<file path="config.mk">
export PLATFORM = sky130hd
export DESIGN_NAME = ps2_key_decoder
export DESIGN_NICKNAME = d
export VERILOG_FILES = /design/src/rtl/ps2_key_decoder.sv
export SDC_FILE = /design/constraint.sdc
export NUM_CORES = 1
export LEC_CHECK = 0
export ABC_AREA = 1
export BUFFER_PORTS_ARGS = -buffer_cell sky130_fd_sc_hd__buf_2
export CORE_MARGIN = 2
export CORE_UTILIZATION = 45
export CTS_BUF_LIST = sky130_fd_sc_hd__clkbuf_4
export DETAILED_ROUTE_END_ITERATION = 7
export PLACE_DENSITY_LB_ADDON = 0.05
export SLEW_MARGIN = 20
export SYNTH_ARGS = -nofsm -noshare
export SYNTH_HDL_FRONTEND = slang
export SYNTH_SLANG_ARGS = --single-unit
</file>
<file path="constraint.sdc">
create_clock -name Clock_i -period 3.3 [get_ports Clock_i]
set_clock_uncertainty 0.2 [all_clocks]
set_input_delay 0.66 -clock Clock_i [delete_from_list [all_inputs] [get_ports Clock_i]]
set_output_delay 0.66 -clock Clock_i [all_outputs]
set_load 0.01 [all_outputs]
</file>
<file path="src/rtl/ps2_key_decoder.sv">
// PS/2 scancode decoder: tracks E0/F0 prefixes with a timeout, keeps a held-key
// vector for a programmable key table and queues every decoded event in a FIFO.
//
// state   | meaning
// IDLE    | no prefix pending, next plain byte is a make
// EXT     | E0 received, waiting for F0 or the code byte
// BRK     | F0 received, next byte is a break code
// EXT_BRK | E0 F0 received, next byte is an extended break code
module ps2_key_decoder #(
  parameter int                    NUM_KEYS    = 5,
  parameter logic [9*NUM_KEYS-1:0] KEY_CODES   = {9'h05A, 9'h023, 9'h01B, 9'h01C, 9'h01D},
  parameter int                    FIFO_DEPTH  = 4,
  parameter int                    TIMEOUT_CYC = 50000
) (
  input  logic                Clock_i,
  input  logic                Reset_i,
  input  logic [7:0]          dato_i,
  input  logic                rx_done_tick_i,
  output logic [NUM_KEYS-1:0] key_held_o,
  output logic [NUM_KEYS-1:0] key_press_o,
  output logic [NUM_KEYS-1:0] key_release_o,
  output logic [9:0]          evt_data_o,
  output logic                evt_valid_o,
  input  logic                evt_ready_i,
  output logic [7:0]          dout_o,
  output logic                overflow_o,
  output logic                timeout_o
);

  typedef enum logic [1:0] {IDLE, EXT, BRK, EXT_BRK} state_t;

  localparam int AW   = $clog2(FIFO_DEPTH);
  localparam int CNTW = AW + 1;
  localparam int TW   = $clog2(TIMEOUT_CYC + 1);
  localparam logic [TW-1:0]   TC_LAST = TW'(TIMEOUT_CYC - 1);
  localparam logic [CNTW-1:0] CNT_FULL = CNTW'(FIFO_DEPTH);

  state_t              state, state_nxt;
  logic [TW-1:0]       tmo_cnt;
  logic                evt_fire, evt_brk, evt_ext, tmo_fire;
  logic [NUM_KEYS-1:0] held_nxt, press_nxt, release_nxt;
  logic [9:0]          mem [FIFO_DEPTH];
  logic [AW-1:0]       wr_ptr, rd_ptr;
  logic [CNTW-1:0]     count;
  logic                full, pop, push_ok;

  always_comb begin
    state_nxt = state;
    evt_fire  = 1'b0;
    evt_brk   = 1'b0;
    evt_ext   = 1'b0;
    tmo_fire  = 1'b0;
    if (rx_done_tick_i) begin
      unique case (state)
        IDLE: begin
          if (dato_i == 8'hE0)      state_nxt = EXT;
          else if (dato_i == 8'hF0) state_nxt = BRK;
          else                      evt_fire  = 1'b1;
        end
        EXT: begin
          if (dato_i == 8'hF0) state_nxt = EXT_BRK;
          else if (dato_i != 8'hE0) begin
            evt_fire  = 1'b1;
            evt_ext   = 1'b1;
            state_nxt = IDLE;
          end
        end
        BRK: begin
          evt_fire  = 1'b1;
          evt_brk   = 1'b1;
          state_nxt = IDLE;
        end
        EXT_BRK: begin
          evt_fire  = 1'b1;
          evt_brk   = 1'b1;
          evt_ext   = 1'b1;
          state_nxt = IDLE;
        end
        default: state_nxt = IDLE;
      endcase
    end else if (state != IDLE && tmo_cnt == TC_LAST) begin
      tmo_fire  = 1'b1;
      state_nxt = IDLE;
    end
  end

  // Every matching table entry updates, so duplicate codes drive several keys.
  always_comb begin
    held_nxt    = key_held_o;
    press_nxt   = '0;
    release_nxt = '0;
    if (evt_fire) begin
      for (int k = 0; k < NUM_KEYS; k++) begin
        if (KEY_CODES[9*k +: 9] == {evt_ext, dato_i}) begin
          if (evt_brk) begin
            release_nxt[k] = key_held_o[k];
            held_nxt[k]    = 1'b0;
          end else begin
            press_nxt[k] = ~key_held_o[k];
            held_nxt[k]  = 1'b1;
          end
        end
      end
    end
  end

  assign evt_valid_o = (count != '0);
  assign evt_data_o  = mem[rd_ptr];
  assign full        = (count == CNT_FULL);
  assign pop         = evt_valid_o & evt_ready_i;
  assign push_ok     = evt_fire & (~full | pop);

  always_ff @(posedge Clock_i or negedge Reset_i) begin
    if (!Reset_i) begin
      state   <= IDLE;
      tmo_cnt <= '0;
    end else begin
      state <= state_nxt;
      if (rx_done_tick_i || state_nxt == IDLE) tmo_cnt <= '0;
      else                                     tmo_cnt <= tmo_cnt + TW'(1);
    end
  end

  always_ff @(posedge Clock_i or negedge Reset_i) begin
    if (!Reset_i) begin
      key_held_o    <= '0;
      key_press_o   <= '0;
      key_release_o <= '0;
      dout_o        <= '0;
      overflow_o    <= 1'b0;
      timeout_o     <= 1'b0;
    end else begin
      key_held_o    <= held_nxt;
      key_press_o   <= press_nxt;
      key_release_o <= release_nxt;
      overflow_o    <= evt_fire & full & ~pop;
      timeout_o     <= tmo_fire;
      if (evt_fire) dout_o <= dato_i;
    end
  end

  // When full, a simultaneous pop frees the head slot that wr_ptr also addresses.
  always_ff @(posedge Clock_i or negedge Reset_i) begin
    if (!Reset_i) begin
      for (int i = 0; i < FIFO_DEPTH; i++) mem[i] <= '0;
      wr_ptr <= '0;
      rd_ptr <= '0;
      count  <= '0;
    end else begin
      if (push_ok) begin
        mem[wr_ptr] <= {evt_brk, evt_ext, dato_i};
        wr_ptr      <= wr_ptr + AW'(1);
      end
      if (pop) rd_ptr <= rd_ptr + AW'(1);
      case ({push_ok, pop})
        2'b10:   count <= count + CNTW'(1);
        2'b01:   count <= count - CNTW'(1);
        default: count <= count;
      endcase
    end
  end

endmodule

</file>
==> run metrics, run 1 <==
outcome=finished, final reports clean; largest net degree at the start of global routing=53; layout cell share with drive strength beyond 1=0.158; Setup-failing EPs final=0; post-layout minimum cycle time=2790 ps; clock tree root driver cell=clkbuf_4; kind of end point of the critical path=output pin; antenna cell count=0; Setup CP Type=reg -> out; Critical Path AT=between 1500 and 2000 ps; Distinct cells, synth=36; via count=3479; Slew Limit Fails=0; WP data required=2440 ps; clk slew on worst S/H paths=160 ps; Max Cap Viol=0; Mapped Cells=between 500 and 600; post-cts resize count=0; clock sinks=90; CTS Buf Count=9; Initial Util=0.467; io pins=48; vias in the first global route=around 3400; fin worst setup slack=slightly above 500 ps; gpl congestion=roughly 0.77; Die ar.=between 0.01 and 0.015 mm²; Max Freq=between 0.3 and 0.4 GHz; Worst Tran Pin Value=between 700 and 800 ps; Rows=35; sequential share of power=0.447; synthesized area=roughly 0.0044 mm²; CP max FO=11; postcts setup bufs=0; Core ar.=approximately 0.0093 mm²; synth warn=0; drt total wl=a little over 10000 µm; Max VDD drop=about 0.35 mV; Fillers=930; Port Buffers=47; die width=slightly above 100 µm; fin nets=about 580; syn_area_per_cell=approximately 8.4 µm²; Avg WL per Cell=roughly 15 µm; routed vias/inst=approximately 5; Comb pwr share=0.362; PD cells=between 600 and 700 mW/mm²; worst min-delay path class=in -> async; period utilisation layout=0.846; Leakage=~0.0024 µW; slowest CP cell=dfrtp_1; number of synthesized register bits=90; first-pass GRT wire length=approximately 17000 µm; Detailed Place HPWL=6860 µm; H-tree levels=3; Seq/Total Area, Yosys=0.516; post-synth net total=roughly 540; gr usage total=0.214; Place WS=between 400 and 500 ps; die height=between 100 and 150 µm; post-route ant nets=0; setup repair after global routing missed its margin=false; antenna violations before repair=0; Slew headroom=0.528; hold_buf cts=0; DRC Markers=0; P_int=1990 µW; synthesis-to-finish area growth=10.1%; gr ovfl total=0; CTS tree=done; Clock power frac=0.191; later-pin clock latency in the skew report=440 ps; worst stage delay on the critical path=about 560 ps; Psw=approximately 1300 µW; sw frac=0.402; CTS max path bufs=2; initial DRC count=roughly 170; crit start category=flip-flop; final hold viol count=0; CP cell instances=inv_1 -> o21ai_0 -> o22ai_1 -> buf_2; DRT Pass-1 Iters=5; TNS Setup=0 ps
## kinds of logic (layout without fill, tap and decap cells)
group / count (synthesis) / count (layout) / share of synthesized area
and+or+nand+nor: 250 / 250 / 0.246
xor gates and xnor gates: 18 / 18 / 0.0379
AOI/OAI and AO/OA: 86 / 86 / 0.104
adders and majority gates: 7 / 7 / 0.0218
DFF: 90 / 90 / 0.516
buffers and inverters: 67 / 113 / 0.0735
## layout make-up
type,instances,area [µm²],share of cell area
flip-flops and latches,90,2250,0.469
multi-input cells,361,1790,0.373
repair buffers,52,288,0.0600
inverters,45,169,0.0352
well taps,129,161,0.0336
clock inverters,7,73.8,0.0154
clock buffers,9,67.6,0.0141
## placed cells by master (no fill, tap or decap)
cell type   instances
nand2_1           135
dfrtp_1            90
nor2_1             63
o21ai_0            55
buf_2              46
inv_1              43
nand3_1            17
o21ai_1            15
xor2_1             11
o22ai_1            10
nor2_2              9
clkbuf_4            9
nand4_1             8
nor3_1              6
xnor2_1             6
ha_1                6
buf_4               5
nand2_2             3
a21oi_1             3
nor2_4              3
inv_6               3
nor4_1              2
clkinv_2            2
clkinv_1            1
inv_2               1
o21bai_1            1
nand2_4             1
nand3b_1            1
or3_1               1
nor2_8              1
o21ai_2             1
a21oi_2             1
xor2_2              1
fa_1                1
bufinv_16           1
clkinvlp_4          1
buf_12              1
## flip-flops by register name, summed over array words and instances (netlist names), 2 cells and up
register	flops
count	3
dout_o	8
key_held_o	5
key_press_o	5
key_release_o	5
mem	40
rd_ptr	2
state	2
tmo_cnt	16
wr_ptr	2
## per-stage QoR
stage | instances | hold slack [ps] | power, µW | instance area [µm²] | util
5_1_grt | 693 | 41.2 | 3580 | 4800 | 0.515
6_report | 693 | 33.9 | 3320 | 4800 | 0.515
4_1_cts | 693 | 52.3 | 3360 | 4800 | 0.515
3_5_place_dp | 677 | 240 | 2720 | 4660 | 0.499
3_3_place_gp | 677 | 231 | 2690 | 4660 | 0.499
2_1_floorplan | 518 | 164 | 2310 | 4360 | -
## power groups by stage
stage                     logic [µW]  clock network [µW]  registers (µW)
final                           1200                 634            1480
after global routing            1360                 712            1520
after CTS                       1220                 661            1480
after detailed placement        1210                   0            1510
after global placement          1190                   0            1500
after floorplan                  841                   0            1470
## per-layer routing
| layer | part of all wire | vias up | GRT usage |
|---|---|---|---|
| li1 | - | 1733 | - |
| met1 | 0.47 | 1659 | 0.309 |
| met2 | 0.48 | 79 | 0.333 |
| met3 | 0.045 | 8 | 0.0308 |
| met4 | 0.0087 | 0 | 0.0728 |
| met5 | 0 | - | 0 |
## synth_stat cells (all sizes together)
library cell    n  area (µm²)
o21bai          1        7.51
o22ai          10        62.6
or3             1        6.26
xor2           12         113
inv            44         165
nand4           8        50.1
nand3          17        85.1
nand2         139         537
a21oi           4        23.8
nor4            2        12.5
clkbuf         12        46.3
nand3b          1        7.51
fa              1        20.0
nor3            6        30.0
o21ai          71         359
xnor2           6        52.6
clkinv          1        3.75
buf            10         105
dfrtp          90        2250
ha              6        75.1
nor2           76         347
## final timing paths
path	startpoint	end	slack, ps	cells after the start
max	rd_ptr[1]	evt_data_o[9]	510	4
min	Reset_i	mem[5]	30	1
max reg2reg	state[1]	count[2]	890	11
min reg2reg	key_held_o[1]	key_press_o[1]	260	1
max in group asynchronous	Reset_i	mem[23]	2200	2
min in group Clock_i	key_held_o[1]	key_press_o[1]	260	1
## worst max-delay path: cells and delay by family, from the launching register on
| family | cells | cell delay [ps] |
|---|---|---|
| flops | 1 | 560 |
| compound gates | 2 | 380 |
| buf+inv | 2 | 560 |
Power figures use the tool's default switching activity.
==> run 2: changes to the inputs <==
clock period = 2.9 ns   (was 3.3 ns; I/O delays follow)
==> run metrics, run 2 (synthesis results as in run 1) <==
postcts setup bufs=0 (unchanged); PD cells=778 mW/mm² (+12%); fin nets=581 (+0.52%); vias in the first global route=3358 (-0.65%); CTS Buf Count=9 (unchanged); FF-to-FF path depth=11 (unchanged); Top Registers=mem (40), tmo_cnt (16), dout_o (8); Detailed Place HPWL=6730 µm (-1.9%); later-pin clock latency in the skew report=440 ps (about the same); CTS max path bufs=2 (unchanged); H-tree levels=3 (unchanged); Slew Limit Fails=0 (unchanged); Hold Slack=182 ps (+148 ps); Leakage=0.00242 µW (about the same); Largest register FFs=40 (unchanged); die height=102 µm (unchanged); Critical Path AT=1970 ps (+40 ps); layout cell share with drive strength beyond 1=0.157 (-0.000835); most common cell after layout, fill and taps aside=nand2_1; clock tree root driver cell=clkbuf_4; first-pass GRT wire length=16700 µm (-2.8%); Setup-failing EPs final=0 (unchanged); Core ar.=0.00933 mm² (unchanged); setup repair after global routing missed its margin=false; Port Buffers=47 (unchanged); initial DRC count=127 (-27%); CP max FO=11 (unchanged); Biggest register=mem; Max Cap Viol=0 (unchanged); Max Freq=about 0.36 GHz; Max VDD drop=0.387 mV (+11%); drt total wl=10100 µm (-1.8%); hold_buf cts=1 (+1); io pins=48 (unchanged); period utilisation layout=0.947; worst min-delay path class=in -> reg; gr ovfl total=0 (unchanged); Slew headroom=0.574 (+0.0455); DRT Pass-1 Iters=4 (-1); post-cts resize count=0 (unchanged); clk slew on worst S/H paths=160 ps (about the same); Die ar.=0.0105 mm² (unchanged); gpl congestion=0.832 (+8.5%); post-layout minimum cycle time=approximately 2700 ps; clock sinks=90 (unchanged); Fillers=911 (-2.0%); TNS Setup=0 ps (unchanged); Worst Tran Pin Value=639 ps (-68.9 ps); DRC Markers=0 (unchanged); final hold viol count=0 (unchanged); Avg WL per Cell=14.5 µm (-2.2%); synthesis-to-finish area growth=10.5%; Rows=35 (unchanged); Setup CP Type=reg -> out; kind of end point of the critical path=output pin; routed vias/inst=4.94 (-1.6%); hold path cells=3; gr usage total=0.208 (-0.00632); WP data required=2120 ps (-320 ps); Initial Util=0.467 (unchanged); CTS tree=done; crit start category=flip-flop; largest net degree at the start of global routing=52 (-1.9%); commonest cells after routing, fill and taps aside=nand2_1 (135), dfrtp_1 (90), nor2_1 (63); antenna violations before repair=0 (unchanged); die width=102 µm (unchanged); post-route ant nets=0 (unchanged); antenna cell count=0 (unchanged); outcome=finished, final reports clean; via count=3437 (-1.2%)
run 2: cell count changes in the layout (fill, tap and decap cells not counted), sizes merged:
cell	previous run	this run
buf	52	54
inv	47	45
clkinvlp	1	3
dlygate4sd3	0	1
run 2: layer usage:
layer / GRT usage / wire length [µm] / vias to the layer above
li1: - / - / 1745
met1: 0.298 / 4970 / 1627
met2: 0.326 / 4650 / 56
met3: 0.0267 / 387 / 9
met4: 0.0738 / 119 / 0
met5: 0 / 0 / -
run 2: power by group:
group | internal [µW] | switching [µW]
registers | 1530 | 163
logic | 458 | 899
clock network | 260 | 443
total | 2250 | 1500
run 2: critical path: stages (launching register included):
cell and delay, ps:
dfrtp_1 560, inv_1 380, o21ai_0 150, o22ai_1 250, buf_2 200
run 2: area by class of cell:
class | instances | area [µm²] | share of cell area
Sequential cell | 90 | 2250 | 0.467
Multi-Input combinational cell | 361 | 1790 | 0.371
Clock buffer | 9 | 67.6 | 0.0140
Tap cell | 129 | 161 | 0.0335
Inverter | 45 | 169 | 0.0350
Timing Repair Buffer | 55 | 313 | 0.0649
Clock inverter | 7 | 68.8 | 0.0143
run 2: per-stage QoR:
| step | total power, µW | worst slack [ps] | std cells | util | instance area, µm² |
|---|---|---|---|---|---|
| floorplan | 2630 | 161 | 518 | - | 4360 |
| global placement | 3060 | 277 | 679 | 0.501 | 4670 |
| detailed placement | 3080 | 204 | 679 | 0.501 | 4670 |
| CTS | 3780 | 163 | 696 | 0.517 | 4820 |
| global route | 4050 | 73.0 | 696 | 0.517 | 4820 |
| finish | 3750 | 154 | 696 | 0.517 | 4820 |
run 2: worst paths after layout:
kind | start | endpoint | slack (ps)
setup / recovery | rd_ptr[1] | evt_data_o[9] | 150
hold / removal | dato_i[0] | mem[0] | 180
setup reg to reg | state[1] | count[2] | 540
hold reg to reg | key_held_o[1] | key_press_o[1] | 270
max in group asynchronous | Reset_i | count[0] | 1410
min in group asynchronous | Reset_i | mem[2] | 420
